[src/rtl/mc_pkg.sv]
// Shared encodings for the multi-cycle controller and its datapath.
// Latency: none (constants and types only).
// Backpressure: none.
package mc_pkg;

  typedef enum logic [3:0] {
    S_FETCH = 4'd0,
    S_DCD   = 4'd1,
    S_EXE   = 4'd2,
    S_MEMRD = 4'd3,
    S_MEMWR = 4'd4,
    S_WB    = 4'd5,
    S_BR    = 4'd6,
    S_JMP   = 4'd7
  } state_e;

  localparam logic [5:0] OP_RTYPE = 6'h00;
  localparam logic [5:0] OP_J     = 6'h02;
  localparam logic [5:0] OP_JAL   = 6'h03;
  localparam logic [5:0] OP_BEQ   = 6'h04;
  localparam logic [5:0] OP_ADDIU = 6'h09;
  localparam logic [5:0] OP_ORI   = 6'h0D;
  localparam logic [5:0] OP_LUI   = 6'h0F;
  localparam logic [5:0] OP_LW    = 6'h23;
  localparam logic [5:0] OP_SW    = 6'h2B;

  localparam logic [5:0] FN_JR    = 6'h08;
  localparam logic [5:0] FN_ADDU  = 6'h21;
  localparam logic [5:0] FN_SUBU  = 6'h23;
  localparam logic [5:0] FN_SLT   = 6'h2A;

  localparam logic [1:0] NPC_PC4  = 2'b00;
  localparam logic [1:0] NPC_BR   = 2'b01;
  localparam logic [1:0] NPC_JMP  = 2'b10;
  localparam logic [1:0] NPC_JR   = 2'b11;

  localparam logic [2:0] ALU_ADD  = 3'b000;
  localparam logic [2:0] ALU_SUB  = 3'b001;
  localparam logic [2:0] ALU_OR   = 3'b010;
  localparam logic [2:0] ALU_SLT  = 3'b011;
  localparam logic [2:0] ALU_LUI  = 3'b100;

  localparam logic [1:0] WR_RT    = 2'b00;
  localparam logic [1:0] WR_RD    = 2'b01;
  localparam logic [1:0] WR_RA    = 2'b10;

  localparam logic [1:0] WD_ALU   = 2'b00;
  localparam logic [1:0] WD_MEM   = 2'b01;
  localparam logic [1:0] WD_PC4   = 2'b10;

  // Instruction class steers the FSM path after decode.
  typedef enum logic [2:0] {
    C_BAD = 3'd0,
    C_ALU = 3'd1,
    C_LW  = 3'd2,
    C_SW  = 3'd3,
    C_BEQ = 3'd4,
    C_JMP = 3'd5
  } iclass_e;

  typedef struct packed {
    iclass_e    cls;
    logic [2:0] alu_op;
    logic       alu_src;
    logic       ext_op;
    logic [1:0] npc_op;
    logic [1:0] wr_sel;
    logic [1:0] wd_sel;
    logic       link;
  } dec_t;

endpackage

[src/rtl/mc_decode.sv]
// Opcode/funct to control-field decoder for the multi-cycle controller.
// Latency: purely combinational.
// Backpressure: none.
module mc_decode
  import mc_pkg::*;
(
  input  logic [5:0] op,
  input  logic [5:0] funct,
  output dec_t       dec
);

  // Map each supported encoding to its class and datapath selects.
  always_comb begin
    dec = '{cls: C_BAD, alu_op: ALU_ADD, alu_src: 1'b0, ext_op: 1'b0,
            npc_op: NPC_PC4, wr_sel: WR_RT, wd_sel: WD_ALU, link: 1'b0};
    case (op)
      OP_RTYPE: begin
        dec.wr_sel = WR_RD;
        case (funct)
          FN_ADDU: dec.cls = C_ALU;
          FN_SUBU: begin dec.cls = C_ALU; dec.alu_op = ALU_SUB; end
          FN_SLT:  begin dec.cls = C_ALU; dec.alu_op = ALU_SLT; end
          FN_JR:   begin dec.cls = C_JMP; dec.npc_op = NPC_JR;  end
          default: dec.cls = C_BAD;
        endcase
      end
      OP_ADDIU: begin dec.cls = C_ALU; dec.alu_src = 1'b1; dec.ext_op = 1'b1; end
      OP_ORI:   begin dec.cls = C_ALU; dec.alu_src = 1'b1; dec.alu_op = ALU_OR;  end
      OP_LUI:   begin dec.cls = C_ALU; dec.alu_src = 1'b1; dec.alu_op = ALU_LUI; end
      OP_LW: begin
        dec.cls = C_LW; dec.alu_src = 1'b1; dec.ext_op = 1'b1; dec.wd_sel = WD_MEM;
      end
      OP_SW:    begin dec.cls = C_SW; dec.alu_src = 1'b1; dec.ext_op = 1'b1; end
      // Branch offset is signed; the compare itself is a subtract.
      OP_BEQ:   begin dec.cls = C_BEQ; dec.alu_op = ALU_SUB; dec.ext_op = 1'b1; dec.npc_op = NPC_BR; end
      OP_J:     begin dec.cls = C_JMP; dec.npc_op = NPC_JMP; end
      OP_JAL: begin
        dec.cls = C_JMP; dec.npc_op = NPC_JMP; dec.link = 1'b1;
        dec.wr_sel = WR_RA; dec.wd_sel = WD_PC4;
      end
      default: dec.cls = C_BAD;
    endcase
  end

endmodule

[src/rtl/mc_ctrl.sv]
// Multi-cycle MIPS-subset controller: FSM sequencing plus output gating.
// Latency: beq/j/jal/jr 3 cycles, ALU and sw 4, lw 5, plus memory wait cycles.
// Backpressure: mem_rdy=0 stalls FETCH, MEMRD and MEMWR in place.
module mc_ctrl
  import mc_pkg::*;
(
  input  logic       clk,
  input  logic       rst,
  input  logic [5:0] op,
  input  logic [5:0] funct,
  input  logic       zero,
  input  logic       mem_rdy,
  output logic       PCWr,
  output logic       IRWr,
  output logic [1:0] NPCOp,
  output logic       RFWr,
  output logic       DMWr,
  output logic [2:0] ALUOp,
  output logic       ALUSrc,
  output logic       EXTOp,
  output logic [1:0] WRSel,
  output logic [1:0] WDSel,
  output logic [3:0] state
);

  state_e     st;
  logic [5:0] op_q;
  logic [5:0] funct_q;
  logic [5:0] dec_op;
  logic [5:0] dec_funct;
  dec_t       dec;

  // DCD decides on the live IR fields; later states use the copy taken in DCD.
  assign dec_op    = (st == S_DCD) ? op    : op_q;
  assign dec_funct = (st == S_DCD) ? funct : funct_q;

  mc_decode u_decode (
    .op    (dec_op),
    .funct (dec_funct),
    .dec   (dec)
  );

  // State sequencing and op/funct capture.
  always_ff @(posedge clk or negedge rst) begin
    if (!rst) begin
      st      <= S_FETCH;
      op_q    <= '0;
      funct_q <= '0;
    end else begin
      case (st)
        S_FETCH: if (mem_rdy) st <= S_DCD;
        S_DCD: begin
          op_q    <= op;
          funct_q <= funct;
          case (dec.cls)
            C_ALU, C_LW, C_SW: st <= S_EXE;
            C_BEQ:             st <= S_BR;
            C_JMP:             st <= S_JMP;
            default:           st <= S_FETCH;
          endcase
        end
        S_EXE: begin
          case (dec.cls)
            C_LW:    st <= S_MEMRD;
            C_SW:    st <= S_MEMWR;
            default: st <= S_WB;
          endcase
        end
        S_MEMRD: if (mem_rdy) st <= S_WB;
        S_MEMWR: if (mem_rdy) st <= S_FETCH;
        default: st <= S_FETCH;
      endcase
    end
  end

  // Outputs follow state and decoded fields; reset forces every strobe low at once.
  // ALU selects stay applied from EXE through WB so an unregistered ALU result stays valid.
  always_comb begin
    PCWr   = 1'b0;
    IRWr   = 1'b0;
    NPCOp  = NPC_PC4;
    RFWr   = 1'b0;
    DMWr   = 1'b0;
    ALUOp  = ALU_ADD;
    ALUSrc = 1'b0;
    EXTOp  = 1'b0;
    WRSel  = WR_RT;
    WDSel  = WD_ALU;
    if (rst) begin
      case (st)
        S_FETCH: begin
          IRWr = mem_rdy;
          PCWr = mem_rdy;
        end
        S_EXE, S_MEMRD, S_MEMWR, S_WB: begin
          ALUOp  = dec.alu_op;
          ALUSrc = dec.alu_src;
          EXTOp  = dec.ext_op;
          DMWr   = (st == S_MEMWR);
          if (st == S_WB) begin
            RFWr  = 1'b1;
            WRSel = dec.wr_sel;
            WDSel = dec.wd_sel;
          end
        end
        S_BR: begin
          ALUOp = ALU_SUB;
          EXTOp = dec.ext_op;
          NPCOp = NPC_BR;
          PCWr  = zero;
        end
        S_JMP: begin
          PCWr  = 1'b1;
          NPCOp = dec.npc_op;
          if (dec.link) begin
            RFWr  = 1'b1;
            WRSel = dec.wr_sel;
            WDSel = dec.wd_sel;
          end
        end
        default: ;
      endcase
    end
  end

  assign state = st;

endmodule

[config.mk]
export PLATFORM = sky130hd
export DESIGN_NAME = mc_ctrl
export DESIGN_NICKNAME = d
export VERILOG_FILES = /design/src/rtl/mc_pkg.sv /design/src/rtl/mc_decode.sv /design/src/rtl/mc_ctrl.sv
export SDC_FILE = /design/constraint.sdc
export NUM_CORES = 1
export LEC_CHECK = 0
export CORE_AREA = 8 8 84 86
export CTS_CLUSTER_SIZE = 25
export DETAILED_ROUTE_END_ITERATION = 12
export DIE_AREA = 0 0 92 94
export GPL_TIMING_DRIVEN = 0
export SLEW_MARGIN = 25
export SYNTH_ARGS = -nofsm -noshare
export SYNTH_HDL_FRONTEND = slang
export SYNTH_SLANG_ARGS = --single-unit
[constraint.sdc]
create_clock -name clk -period 2.8 [get_ports clk]
set_clock_uncertainty 0.15 [all_clocks]
set_input_delay 0.42 -clock clk [delete_from_list [all_inputs] [get_ports clk]]
set_output_delay 0.42 -clock clk [all_outputs]
set_load 0.01 [all_outputs]
-- Word level (Yosys, flattened, before mapping)
Cells that the tools add are included.
- register bits: 16
- input bits: 16
- output and inout port bits: 19
- logic and storage cells: 86
- eq/ne operators: 27
- muxes and demuxes: 45
- reductions and logical operators: 11
- operators with widths (cell ; count):
    $eq 6x6->1 const B ; 5
    $eq 6x4->1 const B ; 4
    $pmux 2 s2 ; 6
    $pmux 4 s5 ; 1
    $pmux 3 s2 ; 3
    $pmux 3 s6 ; 1
    $eq 4x3->1 const B ; 4
    $mux 2 ; 8
    $mux 1 ; 15
    $eq 6x2->1 const B ; 2
    $mux 4 ; 3
    $mux 6 ; 2
    $pmux 3 s4 ; 1
    $reduce_or 5->1 ; 2
    $pmux 3 s3 ; 1
    $reduce_or 3->1 ; 3
    $eq 4x2->1 const B ; 2
    $reduce_or 4->1 ; 2
    $eq 3x2->1 const B ; 2
    $eq 3x3->1 const B ; 2
    $eq 6x3->1 const B ; 1
    $logic_not 6->1 ; 1
    $ne 2x2->1 const B ; 3
    $pmux 2 s3 ; 1
    8 further kinds ; 8

-- Logic depth before layout (Yosys ltp)
Gate-level depths: netlist of the first run.
- word-level depth: 10
- depth in mapped cells: 8
- gate-level depth less buffers: 6

-- Hierarchy
From an unflattened synthesis of the first run, not the netlist that was laid out.
- cell total of the unflattened synthesis: 140
- area total of the unflattened synthesis: 1174.9 µm²
- modules (own cells, without submodules) (module ; times used ; cells an instance ; area each (µm²) ; sequential area each (µm²)):
    mc_ctrl ; 1 ; 86 ; 868.3 ; 375.4
    mc_decode ; 1 ; 54 ; 306.5 ; 0.0

-- Worst setup path before layout of the first run
Ideal clock, no wire load.
- kind: register -> output
- start point: reg st[2], in the netlist state[2]
- end point: out WRSel[1]
- data arrival time: 2320 ps
- data required time: 2230 ps
- slack: -90 ps
- cell stages (with the launch flop): 7
- path buffers: 3
- path through: dfrtp_1 > buf_2 > nor3b_2 > buf_2 > a21oi_1 > a2111oi_0 > buf_4
- word-level cells in the longest chain between the ends: 7
- elaborated cells on any way between the ends: 16
- those cells by class: eq/ne: 7; mux: 7; reduce/logical: 2
- ends and longest elaborated chain (element ; RTL line ; text):
    from (decl) ; mc_ctrl.sv:26 ; state_e st;
    from (signal assigned) ; mc_ctrl.sv:46 ; st <= S_FETCH;
    from (signal assigned) ; mc_ctrl.sv:51 ; S_FETCH: if (mem_rdy) st <= S_DCD;
    from (signal assigned) ; mc_ctrl.sv:56 ; C_ALU, C_LW, C_SW: st <= S_EXE;
    $eq 4x1->1 ; mc_ctrl.sv:34 ; assign dec_op = (st == S_DCD) ? op : op_q;
    $mux 6 ; n/a ;
    $eq 6x2->1 / $logic_not 6->1 (equally long branches) ; mc_decode.sv:16 ; case (op)
    $pmux 2 s2 / $mux 1 (equally long branches) ; mc_decode.sv:16 ;
    $mux 2, on equally long branches ; mc_ctrl.sv:115, mc_ctrl.sv:100 ;
    $pmux 2 s2 * ; mc_ctrl.sv:90 ; case (st)
    $mux 2 * ; mc_ctrl.sv:89 ; if (rst) begin
    to (decl) ; mc_ctrl.sv:21 ; output logic [1:0] WRSel,
Mark *: on every way between the ends. The rest lies on a longest branch, timed or not.

-- Worst setup path in the final report of the first run
- start point: in op[4]
- end point: out NPCOp[0]
- word-level cells in the longest chain between the ends: 6
- elaborated cells on any way between the ends: 9
- those cells by class: eq/ne: 3; mux: 4; reduce/logical: 2
- ends and longest elaborated chain (element ; RTL line ; text):
    from (decl) ; mc_ctrl.sv:9 ; input logic [5:0] op,
    $mux 6 * ; n/a ;
    $eq 6x2->1 ; mc_decode.sv:16 ;
    $reduce_or 2->1 (no source line) ; n/a ;
    $pmux 2 s3 * ; mc_decode.sv:16 ;
    $pmux 2 s2 * ; mc_ctrl.sv:90 ;
    $mux 2 * ; mc_ctrl.sv:89 ;
    to (decl) ; mc_ctrl.sv:15 ; output logic [1:0] NPCOp,
Marked as above.

==> out/results.ini, run 1 <==
[status]
status=complete, but fails checks
violations=setup timing

[sta]
post-route-min-period_ns=2.89
max_freq_ghz=0.346
rsz0062_at_grt=yes
finalCritPeriodShare_pct=103
hold-worst-slack_ns=0.0542
layout_setup_ws_ns=-0.0873
timing.setup.tns_ns=-0.192
hold_violations=0
maxSlewViolCount=0
finalSetupViolCount=3

[power_and_ir_drop]
power.leakage_nw=0.957
finalPower_mw=1.97
p_per_area_nw_per_um2=860
irDropWorstVdd_mv=0.376

[yosys]
synthFlopType=dfrtp_1
ys_ff_latch=15
synth-adder-area-share_pct=2.52
syn_nets=224
syn_area_um2=1490
async_flop_share_pct=100
synth_edf_count=0
yosysSeqAreaShare_pct=25.2
synth_compound_area_share_pct=22.2
synth_warnings=0
synth_mux_area_share_pct=1.34
syn_area_per_cell_um2=7.26
synth_top_family_by_area=simple AND/OR/NAND/NOR gates
synth_cell_type_count=54
syn_inst=205
synth_xor_area_share_pct=1.18
synth-simple-area-share_pct=41.5

[clock_network]
cts_tree=built
htree_levels=1
hold_buffers=0
path_clk_slew_ns=0.07
cts_root_buf=clkbuf_8
insertion_delay_ns=0.26
cts_buffers=3
clk_path_buf_depth=2
cts.sinks=15

[drt]
drc=0
drt_first_pass_iters=4
ant_nets=0
routed_wl_um=5170
wl_per_cell_um=15.4
first_iter_violations=132
via_per_inst=5.16
num_vias=1729

[placed_design]
io_buffers=33
gp_congestion=0.871
post-place-cells=313
dpl.hpwl_um=3740

[floorplan]
die_w_um=92
dieArea_um2=8650
io-pin-count=35
num_rows=28
fp.dieH_um=94
core_area_um2=5750
initial_core_util_pct=25.9

[worst_setup_path]
critPathArrivalTime_ns=2.32
cp_max_fo=5
worstPathRequired_ns=2.23
critPathKind=input pin to output port
crit_path_end_kind=output port
startpoint_type=input pin

[grt]
grt_first_pass_wirelength_um=8800
grt.overflow.total=0
antenna_found_initial=0
grt_max_degree=20
grt_use_total_pct=12.3
first_global_vias=1752

[layout]
layout_commonest_cell=nand2_1
fin_util_pct=39.9
fin_nets=280
layout_common_cells=nand2_1 (45), nor2_1 (24), buf_4 (21), clkdlybuf4s50_1 (17), dfrtp_1 (14)
diodes=0
fillers=602
syn_to_final_growth_pct=54.1
fin_cells=335
drive_gt1_share_pct=27.7

[hold_path]
hold_class=input pin to async pin

[flow_run]
cap_violations=0

[critical path, stage by stage]
cell	delay [ns]
clkdlybuf4s50_1	0.46
or2_4	0.29
nor4_4	0.22
a32o_1	0.34
nor2_2	0.10
a2111oi_4	0.30
buf_2	0.19
[registers in the layout (all words and copies together) (netlist names)]
name / count
op_q: 6
funct_q: 6
state: 3
[where the power goes]
part           leakage (nW)  internal (mW)  switching (mW)  total, mW
logic                 0.750          0.591           0.713       1.30
registers             0.186          0.320           0.154      0.474
clock network        0.0217          0.100          0.0954      0.196
total                 0.957           1.01           0.963       1.97
[path summary, 6_finish.rpt]
check                                 from         end  slack [ns]  depth (start not counted)
worst max-delay path                 op[4]    NPCOp[0]       -0.09                          7
worst min-delay path                   rst     op_q[5]        0.05                          1
worst max register to register    state[0]    state[0]        0.37                          9
worst min register to register  funct_q[1]  funct_q[1]        0.39                          2
max in group asynchronous              rst    state[1]        2.08                          1
min in group clk                funct_q[1]  funct_q[1]        0.39                          2
[timing repair]
item                                    CTS  global route
hold endpoints to repair                  0             0
endpoints found under the setup margin   15             9
setup buffers                            20             3
pin swaps                                18            10
gates resized for setup                  72            11
[routing by layer]
| metal | global-route usage, % | up-vias | share of wire, % |
|---|---|---|---|
| li1 | - | 847 | - |
| met1 | 15.9 | 815 | 47 |
| met2 | 19.9 | 61 | 47 |
| met5 | 0 | - | 0 |
| met4 | 4.43 | 0 | 1.4 |
| met3 | 2.32 | 6 | 5.2 |
[synthesized netlist by cell type (4+ instances only)]
| cell | number | area [um^2] |
|---|---|---|
| nand2_1 | 45 | 169 |
| nor2_1 | 25 | 93.8 |
| dfrtp_1 | 15 | 375 |
| a21oi_1 | 13 | 65.1 |
| nor3_1 | 8 | 40.0 |
| nor4_1 | 7 | 43.8 |
| inv_1 | 6 | 22.5 |
| o21ai_0 | 6 | 30.0 |
| clkbuf_1 | 5 | 18.8 |
| nor2b_1 | 5 | 31.3 |
| a31oi_1 | 4 | 25.0 |
| or3_1 | 4 | 25.0 |
[cell type report]
class	count	area [um^2]	share of cell area, %
Inverter	6	26.3	1.15
Timing Repair Buffer	55	474	20.7
Buffer	8	75.1	3.27
Sequential cell	15	377	16.4
Clock buffer	3	41.3	1.80
Multi-Input combinational cell	172	1200	52.3
Clock inverter	1	7.51	0.327
Tap cell	75	93.8	4.09
[stage by stage]
step	setup slack [ns]	cell area (um^2)
2_1_floorplan	0.0636	1490
3_3_place_gp	-1.04	1910
3_5_place_dp	-1.06	1910
4_1_cts	-0.182	2240
5_1_grt	-0.201	2290
6_report	-0.0873	2290
[kinds of logic after synthesis]
group	Yosys count
AND/OR/NAND/NOR	119
AO/OA/AOI/OAI	45
buffers and inverters	18
flip-flops	15
adder cells (fa/ha/maj)	3
XOR/XNOR	2
multiplexers	2
other	1
Power figures use the tool's default switching activity.
==> run 2: changes to the inputs <==
==> constraint.sdc (replaced) <==
create_clock -name clk -period 3 [get_ports clk]
set_clock_uncertainty 0.15 [all_clocks]
set_input_delay 0.45 -clock clk [delete_from_list [all_inputs] [get_ports clk]]
set_output_delay 0.45 -clock clk [all_outputs]
set_load 0.01 [all_outputs]
==> run 2 against run 1 <==
The flow still finishes with violations (setup timing). Utilization shrank 0.70 points. Total power shrank 8.9%. Sequential share of layout area grew 0.35 points. Die area is the same. Wire length grew 3.3%. First-iteration DRC count shrank 34%. Worst hold slack gained 0.047 ns. Clock power shrank 10%. Non-clock buffer count grew 4. Clock-buffer cell count is the same. Critical endpoint unchanged. Largest cell class unchanged.
==> out/results.ini, run 2 (same netlist as run 1, synthesis figures left out) <==
[floorplan]
io-pin-count=35  ; unchanged
dieArea_um2=8650  ; unchanged
core_area_um2=5750  ; unchanged
initial_core_util_pct=25.9  ; unchanged
die_w_um=92  ; unchanged
fp.dieH_um=94  ; unchanged
num_rows=28  ; unchanged

[sta]
slew-limit-headroom_pct=65.2
layout_setup_ws_ns=-0.0348  ; +0.0525 ns
maxSlewViolCount=0  ; unchanged
rsz0062_at_grt=yes
finalCritPeriodShare_pct=101
finalSetupViolCount=1  ; -2
max_freq_ghz=0.330
tightest_slew_ns=0.522
post-route-min-period_ns=3.03
hold_violations=0  ; unchanged

[drt]
wl_per_cell_um=15.8  ; +2.1%
wl_met2_um=2520  ; +4.7%
maxUsedRoutingLayer=met4
via_per_inst=5.24  ; +1.5%
wl_met1_um=2410  ; -0.41%
routed_wl_um=5340  ; +3.3%
num_vias=1776  ; +2.7%
wl_met3_um=359  ; +33%
first_iter_violations=87  ; -34%
drt_first_pass_iters=5  ; +1
drc=0  ; unchanged
ant_nets=0  ; unchanged

[flow_run]
cap_violations=0  ; unchanged

[worst_setup_path]
startpoint_type=flip-flop
r2r_slack_ns=0.64  ; +0.27 ns
critPathArrivalTime_ns=2.43  ; +0.11 ns
critPathCapture=NPCOp[0]
reg2reg_from=state[1]
regToRegEndpoint=state[0]
critPathMaxStageDelay_ns=0.45  ; about the same
critPathSlowestCell=or3b_4
cp_max_fo=10  ; +5
worstPathRequired_ns=2.40  ; +0.17 ns
ff2ff_path_depth=8  ; -1
crit_path_end_kind=output port
startpoint=state[1]
critPathKind=flip-flop to output port
path_cells=or3b_4, buf_6, nor4_4, a22oi_2, nor2_2, nor2_1, a2111oi_2, buf_2

[power_and_ir_drop]
swShare_pct=48.7  ; -0.092 points
power_frac_clock_pct=9.8  ; about the same
comb_power_share_pct=68.7  ; +2.6 points
p_sw_mw=0.875  ; -9.1%
p_per_area_nw_per_um2=797  ; -7.3%
power.leakage_nw=0.939  ; -1.9%
p_seq_share_pct=21.5  ; -2.5 points
irDropWorstVdd_mv=0.392  ; +4.3%
p_int_mw=0.923  ; -8.8%

[clock_network]
cts_buffers=3  ; unchanged
cts_tree=built
hold_buffers=0  ; unchanged
cts.sinks=15  ; unchanged
clk_path_buf_depth=2  ; unchanged
cts_root_buf=clkbuf_8
insertion_delay_ns=0.25  ; about the same
htree_levels=1  ; unchanged
path_clk_slew_ns=0.07  ; about the same

[placed_design]
dpl.hpwl_um=3720  ; -0.37%
io_buffers=33  ; unchanged
gp_congestion=0.875  ; +0.49%
place_worst_setup_slack_ns=-1.26  ; -0.204 ns
post-place-cells=313  ; unchanged

[layout]
seqCellArea_um2=378  ; +0.33%
layout_common_cells=nand2_1 (44), nor2_1 (25), buf_4 (23), clkdlybuf4s50_1 (19)
fin_util_pct=39.2  ; -0.70 points
multi_input_area_um2=1140  ; -5.3%
fillers=627  ; +4.2%
fin_nets=284  ; +1.4%
diodes=0  ; unchanged
syn_to_final_growth_pct=51.4
layout_commonest_cell=nand2_1
drive_gt1_share_pct=24.6  ; -3.1 points
fin_cells=339  ; +1.2%

[grt]
antenna_found_initial=0  ; unchanged
grt.overflow.total=0  ; unchanged
first_global_vias=1717  ; -2.0%
grt_max_degree=20  ; unchanged
grt_use_total_pct=12.2  ; -0.15 points
grt_first_pass_wirelength_um=8580  ; -2.4%

[status]
status=complete, but fails checks
violations=setup timing

[hold_path]
hold_class=input pin to async pin

run 2: cell types whose count changed in the layout (fill, tap and decap cells not counted), moves of 2 or more:
cell,before,now
buf_6,6,4
buf_2,6,3
clkbuf_1,1,4
clkbuf_2,1,3
dlymetal6s2s_1,0,2
buf_4,21,23
clkdlybuf4s50_1,17,19
run 2: layout make-up:
| class | count | share of cell area (%) |
|---|---|---|
| Multi-Input combinational cell | 172 | 50.4 |
| Timing Repair Buffer | 55 | 21.8 |
| Sequential cell | 15 | 16.8 |
| Tap cell | 75 | 4.16 |
| Buffer | 12 | 3.61 |
| Clock buffer | 3 | 1.83 |
| Inverter | 6 | 1.17 |
| Clock inverter | 1 | 0.333 |
run 2: timing repair:
action                                  4_1_cts  5_1_grt
pin swaps                                     5        7
cloned                                        0        0
setup buffers                                12       10
gates resized for setup                      44       16
endpoints found under the setup margin       15        7
run 2: through the flow:
step	cell area [um^2]	setup TNS, ns	hold slack, ns	total power [mW]
after global routing	2250	-0.451	0.128	1.95
after global placement	1910	-7.40	0.334	1.33
after floorplan	1490	0	0.00441	1.05
final	2250	-0.0348	0.101	1.80
after detailed placement	1910	-7.40	0.340	1.34
after CTS	2130	-0.247	0.113	1.69
run 2: metal layers:
layer  up-vias  GRT usage, %
met4         0          3.22
met3         7          2.48
met2        63          19.5
met1       843          16.1
met5         -             0
li1        863             -
run 2: critical path, delay by kind of cell (launching register included):
family                 cells  cell delay [ns]
AND/OR/NAND/NOR            4             0.89
flip-flops                 1             0.41
AO/OA/AOI/OAI              2             0.51
buffers and inverters      2             0.36
run 2: power by group through the flow:
stage                     clock [mW]  combinational [mW]  sequential (mW)
after floorplan                    0               0.675            0.377
after global placement             0               0.942            0.390
after detailed placement           0               0.946            0.394
after CTS                      0.180                1.12            0.387
after global routing           0.187                1.36            0.399
final                          0.176                1.24            0.386
run 2: worst min-delay path by stage:
| stage | to | slack [ns] | cells past startpoint |
|---|---|---|---|
| final | funct_q[1] | 0.10 | 1 |
| after global routing | funct_q[1] | 0.13 | 1 |
| after CTS | funct_q[1] | 0.11 | 1 |
| after detailed placement | funct_q[4] | 0.34 | 2 |
| after global placement | funct_q[4] | 0.33 | 2 |
| after floorplan | funct_q[0] | 0.004 | 0 |
